[config.mk]
export PLATFORM = sky130hd
export DESIGN_NAME = multicycle_cu
export DESIGN_NICKNAME = d
export VERILOG_FILES = /design/src/rtl/multicycle_cu.sv
export SDC_FILE = /design/constraint.sdc
export NUM_CORES = 1
export LEC_CHECK = 0
export CORE_UTILIZATION = 25
export DETAILED_ROUTE_END_ITERATION = 6
export PLACE_DENSITY_LB_ADDON = 0.05
export SKIP_CTS_REPAIR_TIMING = 1
export SLEW_MARGIN = 20
export SYNTH_ARGS = -nofsm -noshare
export SYNTH_HDL_FRONTEND = slang
export SYNTH_SLANG_ARGS = --single-unit
[constraint.sdc]
create_clock -name clk -period 5.1 [get_ports clk]
set_input_delay 0.51 -clock clk [delete_from_list [all_inputs] [get_ports clk]]
set_output_delay 0.51 -clock clk [all_outputs]
set_load 0.005 [all_outputs]
[src/rtl/multicycle_cu.sv]
// Multi-cycle RV32I control unit: steps the datapath through FETCH/DECODE/EXEC/MEM/WB,
// with a mem_ready handshake on DataRAM accesses and a retired-instruction counter.
module multicycle_cu (
   input  logic        clk,
   input  logic        rst,
   input  logic [6:0]  opcode,
   input  logic [2:0]  funct3,
   input  logic        funct7,
   input  logic        condition,
   input  logic        mem_ready,
   output logic        ir_we,
   output logic        pc_we,
   output logic [1:0]  pcSourceCode,
   output logic        regWe,
   output logic        memWe,
   output logic        mem_req,
   output logic [3:0]  aluOpCode,
   output logic        bIsImm,
   output logic        bIs20bImm,
   output logic        regDataIsFromMem,
   output logic        regDataIsFromPC4,
   output logic [2:0]  state,
   output logic        illegal,
   output logic [31:0] instret
);

   typedef enum logic [2:0] {
      S_FETCH  = 3'd0,
      S_DECODE = 3'd1,
      S_EXEC   = 3'd2,
      S_MEM    = 3'd3,
      S_WB     = 3'd4,
      S_HALT   = 3'd5
   } state_t;

   typedef enum logic [2:0] {
      C_ALU,
      C_LOAD,
      C_STORE,
      C_BRANCH,
      C_JUMP,
      C_BAD
   } iclass_t;

   localparam logic [6:0] OP_R      = 7'b0110011;
   localparam logic [6:0] OP_I      = 7'b0010011;
   localparam logic [6:0] OP_LOAD   = 7'b0000011;
   localparam logic [6:0] OP_STORE  = 7'b0100011;
   localparam logic [6:0] OP_BRANCH = 7'b1100011;
   localparam logic [6:0] OP_JAL    = 7'b1101111;
   localparam logic [6:0] OP_JALR   = 7'b1100111;
   localparam logic [6:0] OP_LUI    = 7'b0110111;

   state_t  cur_state;
   state_t  next_state;
   iclass_t iclass;

   logic ir_raw;
   logic pc_raw;
   logic reg_raw;
   logic memwe_raw;
   logic req_raw;
   logic set_illegal;

   // Shared funct3 -> ALU op table for R-type and I-ALU; alt selects sub/sra.
   function automatic logic [3:0] alu_map(input logic [2:0] f3, input logic alt);
      logic [3:0] op;
      case (f3)
         3'b000:  op = alt ? 4'b0111 : 4'b0000;
         3'b001:  op = 4'b0100;
         3'b010:  op = 4'b1001;
         3'b011:  op = 4'b1100;
         3'b100:  op = 4'b0011;
         3'b101:  op = alt ? 4'b0110 : 4'b0101;
         3'b110:  op = 4'b0010;
         default: op = 4'b0001;
      endcase
      return op;
   endfunction

   // Instruction decode: datapath selects and instruction class, valid in every state.
   always_comb begin
      iclass           = C_BAD;
      aluOpCode        = 4'b0000;
      bIsImm           = 1'b0;
      bIs20bImm        = 1'b0;
      regDataIsFromMem = 1'b0;
      regDataIsFromPC4 = 1'b0;
      pcSourceCode     = 2'b00;
      case (opcode)
         OP_R: begin
            iclass    = C_ALU;
            aluOpCode = alu_map(funct3, funct7);
         end
         OP_I: begin
            iclass    = C_ALU;
            aluOpCode = alu_map(funct3, funct7 && (funct3 == 3'b101));
            bIsImm    = 1'b1;
         end
         OP_LOAD: begin
            iclass           = (funct3 == 3'b010) ? C_LOAD : C_BAD;
            bIsImm           = 1'b1;
            regDataIsFromMem = 1'b1;
         end
         OP_STORE: begin
            iclass = (funct3 == 3'b010) ? C_STORE : C_BAD;
            bIsImm = 1'b1;
         end
         OP_BRANCH: begin
            iclass       = C_BRANCH;
            pcSourceCode = condition ? 2'b01 : 2'b00;
            case (funct3)
               3'b000:  aluOpCode = 4'b1000;
               3'b100:  aluOpCode = 4'b1001;
               3'b110:  aluOpCode = 4'b1100;
               default: iclass    = C_BAD;
            endcase
         end
         OP_JAL: begin
            iclass           = C_JUMP;
            aluOpCode        = 4'b1010;
            bIsImm           = 1'b1;
            bIs20bImm        = 1'b1;
            regDataIsFromPC4 = 1'b1;
            pcSourceCode     = 2'b10;
         end
         OP_JALR: begin
            iclass           = (funct3 == 3'b000) ? C_JUMP : C_BAD;
            bIsImm           = 1'b1;
            regDataIsFromPC4 = 1'b1;
            pcSourceCode     = 2'b11;
         end
         OP_LUI: begin
            iclass    = C_ALU;
            aluOpCode = 4'b1011;
            bIsImm    = 1'b1;
            bIs20bImm = 1'b1;
         end
         default: iclass = C_BAD;
      endcase
   end

   // Next-state and enable generation.
   always_comb begin
      next_state  = cur_state;
      ir_raw      = 1'b0;
      pc_raw      = 1'b0;
      reg_raw     = 1'b0;
      memwe_raw   = 1'b0;
      req_raw     = 1'b0;
      set_illegal = 1'b0;
      case (cur_state)
         S_FETCH: begin
            ir_raw     = 1'b1;
            next_state = S_DECODE;
         end
         S_DECODE: begin
            if (iclass == C_BAD) begin
               set_illegal = 1'b1;
               next_state  = S_HALT;
            end else begin
               next_state = S_EXEC;
            end
         end
         S_EXEC: begin
            case (iclass)
               C_LOAD, C_STORE: next_state = S_MEM;
               C_BRANCH: begin
                  pc_raw     = 1'b1;
                  next_state = S_FETCH;
               end
               C_JUMP: begin
                  pc_raw     = 1'b1;
                  reg_raw    = 1'b1;
                  next_state = S_FETCH;
               end
               default: next_state = S_WB;
            endcase
         end
         S_MEM: begin
            req_raw   = 1'b1;
            memwe_raw = (iclass == C_STORE);
            if (mem_ready) begin
               if (iclass == C_STORE) begin
                  pc_raw     = 1'b1;
                  next_state = S_FETCH;
               end else begin
                  next_state = S_WB;
               end
            end
         end
         S_WB: begin
            reg_raw    = 1'b1;
            pc_raw     = 1'b1;
            next_state = S_FETCH;
         end
         default: next_state = S_HALT;
      endcase
   end

   // No write may fire while reset is being applied, whatever state we were in.
   assign ir_we   = ir_raw    & ~rst;
   assign pc_we   = pc_raw    & ~rst;
   assign regWe   = reg_raw   & ~rst;
   assign memWe   = memwe_raw & ~rst;
   assign mem_req = req_raw   & ~rst;
   assign state   = cur_state;

   always_ff @(posedge clk) begin
      if (rst) begin
         cur_state <= S_FETCH;
         illegal   <= 1'b0;
         instret   <= 32'd0;
      end else begin
         cur_state <= next_state;
         if (set_illegal) illegal <= 1'b1;
         if (pc_we) instret <= instret + 32'd1;
      end
   end

endmodule
==> flow_metrics.py <==
metrics = {
    "global_routing": {
        "grt_pass1_wl_um": 10800,
        "grt_max_degree": 43,
        "first_global_vias": 2277,
        "grt.total_usage": 0.136,
        "antenna_found_initial": 0,
        "overflow": 0,
    },
    "synth": {
        "ys_ff_latch": 36,
        "synth_edf_count": 0,
        "ys_types": 49,
        "syn_avg_cell_area_um2": 7.61,
        "syn_area_mm2": 0.00237,
        "synth_nets": 327,
        "seq_area_frac_synth": 0.304,
        "syn_inst": 311,
        "synthFlopType": "dfxtp_1",
        "async_flop_share": 0,
        "ys_warn_count": 0,
    },
    "timing": {
        "fmax_ghz": 0.240,
        "finalMaxSlewViolations": 0,
        "rsz0062_at_grt": "false",
        "slew_headroom": 0.488,
        "worst_slew_pin_slew_ns": 0.749,
        "post-route-period-util": 0.818,
        "setup_viol_count_final": 0,
        "fin_setup_tns_ns": 0,
        "final_hold_viol_count": 0,
        "min_period_ns": 4.17,
        "finalClockSkew_ns": 0.00652,
    },
    "floorplan": {
        "coreArea_mm2": 0.00920,
        "chipWidth_um": 99.3,
        "io_pins": 66,
        "initial_core_util": 0.257,
        "num_rows": 35,
        "die_area_mm2": 0.00986,
        "die_h_um": 99.3,
    },
    "worst_setup_path": {
        "critPathLaunchType": "input pin",
        "rr_endpoint": "instret[31]",
        "crit_slowest_cell": "a2111oi_0",
        "path_delay_family": "compound AO/OA/AOI/OAI gates",
        "crit_chain": "clkdlybuf4s50_1 > nand4bb_4 > a2111oi_0 > o211ai_1 > a21oi_1 > nor2b_1 > clkdlybuf4s50_1",
        "crit_buf_inv": 2,
        "cp-end-kind": "primary output",
        "crit_top_cell": "clkdlybuf4s50_1",
        "crit_required_ns": 4.59,
        "crit_path_max_incr_delay_ns": 0.72,
        "criticalPathCategory": "input pin to primary output",
        "r2r_slack_ns": 2.15,
        "r2r_cells": 7,
        "reg2reg_from": "state[2]",
        "cp_max_fo": 12,
        "cp.arrival_ns": 3.66,
    },
    "cells_and_area": {
        "nFillCells": 961,
        "multi_input_area_mm2": 0.00153,
        "num_antenna_cells": 0,
        "syn_to_final_growth_pct": 35.3,
        "design_area_mm2": 0.00320,
        "final_nets": 382,
        "fin_util": 0.348,
        "drive_above_1_share": 0.0545,
        "register_area_um2": 721,
    },
    "routing": {
        "viasPerCell": 4.97,
        "first_pass_iters": 6,
        "drtIter0Drc": 75,
        "wirelength_um": 6680,
        "ant_nets": 0,
        "drc": 0,
        "vias": 2377,
        "routedWlPerCell_um": 14.0,
    },
    "worst_hold_path": {
        "hp-class": "flop to flop",
        "hold_end": "illegal",
        "hold_depth": 2,
        "hold_start": "illegal",
    },
    "placement": {
        "io_buffers": 65,
        "place_congestion": 0.818,
        "dp_hpwl_um": 4790,
        "place_area_mm2": 0.00311,
    },
    "clock_network": {
        "clock_sinks": 36,
        "tritoncts": "done",
        "clock-root-buffer": "clkbuf_8",
        "ctsLongestPathBuffers": 2,
        "clkLatencyLatePin_ns": 0.29,
        "clk_pin_slew_ns": 0.08,
        "cts_buffers": 5,
        "htreeDepth": 2,
    },
    "outcome": {
        "status": "completed",
    },
    "pwr": {
        "power_uw": 577,
        "p_leak_nw": 0.937,
        "power_density_mw_per_mm2": 180,
        "peakVddDrop_uv": 106,
    },
    "run": {
        "maxCapViolations": 0,
    },
}
[cell type report]
| class | instances | share of cell area |
|---|---|---|
| flip-flops and latches | 36 | 0.225 |
| inverters | 11 | 0.0129 |
| clock buffers | 7 | 0.0270 |
| well taps | 111 | 0.0434 |
| repair buffers | 69 | 0.213 |
| multi-input cells | 243 | 0.477 |
| clock inverters | 1 | 0.00234 |
[state kept, by name, summed over array words and instances (netlist names)]
signal   flops
state        3
illegal      1
instret     32
[worst min-delay path: cells and delay by family, from the launching register on]
kind            cells  cell delay [ns]
flops               1             0.34
simple gates        1             0.07
compound gates      1             0.04
[logic make-up (layout without fill, tap and decap cells)]
kind of cell / count (synthesis) / count (layout) / share of synthesized area
XOR/XNOR: 24 / 24 / 0.0888
flip-flops: 36 / 36 / 0.304
buffers and inverters: 32 / 88 / 0.0528
multiplexers: 2 / 2 / 0.00846
AO/OA/AOI/OAI: 75 / 75 / 0.227
adder cells (fa/ha/maj): 1 / 1 / 0.00528
AND/OR/NAND/NOR: 141 / 141 / 0.313
[synthesized netlist by cell type, types with 2 or more instances]
cell type	number	area, um^2
nand3b_1	2	15.0
xnor2_1	23	201
a211oi_1	7	52.6
nor3_1	7	35.0
or4b_1	2	20.0
dfxtp_1	36	721
o31ai_1	3	22.5
nor2b_1	3	18.8
clkbuf_1	18	67.6
or3b_2	2	17.5
o21ai_0	14	70.1
and3_1	7	43.8
nor4_1	3	18.8
a31oi_1	4	25.0
nor2_1	48	180
nand2_1	23	86.3
a21oi_1	14	70.1
and2_1	2	12.5
mux2i_1	2	20.0
nand2b_1	10	62.6
or3_1	8	50.1
o21a_1	2	15.0
inv_1	11	41.3
nand4_1	6	37.5
nand3_1	13	65.1
a2111oi_0	18	158
[worst max-delay path by stage]
stage               cells past startpoint      start  slack [ns]  endpoint
detailed placement                      7  opcode[2]        0.88     pc_we
CTS                                     7  opcode[2]        0.85     pc_we
global route                            8  funct3[1]        0.59     pc_we
global placement                        7  opcode[2]        1.02     pc_we
finish                                  7  opcode[2]        0.93     pc_we
floorplan                               9  opcode[6]        2.08     pc_we
[layer usage]
metal | share of wire | global-route usage | up-vias
li1 | - | - | 1229
met1 | 0.49 | 0.176 | 1096
met2 | 0.47 | 0.232 | 47
met3 | 0.033 | 0.0225 | 5
met4 | 0.0072 | 0.0396 | 0
met5 | 0 | 0 | -
[metrics by stage]
| stage | hold WS (ns) | worst slack (ns) | std cells |
|---|---|---|---|
| detailed placement | 0.469 | 0.879 | 470 |
| floorplan | 0.461 | 2.08 | 311 |
| finish | 0.481 | 0.930 | 478 |
| CTS | 0.491 | 0.852 | 478 |
| global placement | 0.458 | 1.02 | 470 |
| global route | 0.533 | 0.588 | 478 |
[power breakdown]
group	internal, mW	total, mW	switching (mW)
logic	0.0317	0.0681	0.0364
clock network	0.110	0.220	0.110
registers	0.283	0.288	0.00540
[cell usage in the layout, fill, tap and decap left out, types with 3 or more instances in the layout]
cell,n
a211oi_1,6
buf_4,4
or3_1,8
xnor2_1,23
and3_1,7
nor3_1,7
o31ai_1,3
nor2_1,48
nand4_1,6
a31oi_1,4
nor4_1,3
inv_1,11
nand2b_1,10
o21ai_0,14
clkdlybuf4s50_1,65
a2111oi_0,18
clkbuf_8,6
nor2b_1,3
a21oi_1,14
nand3_1,13
dfxtp_1,36
nand2_1,23
(Power assumes the default switching activity.)
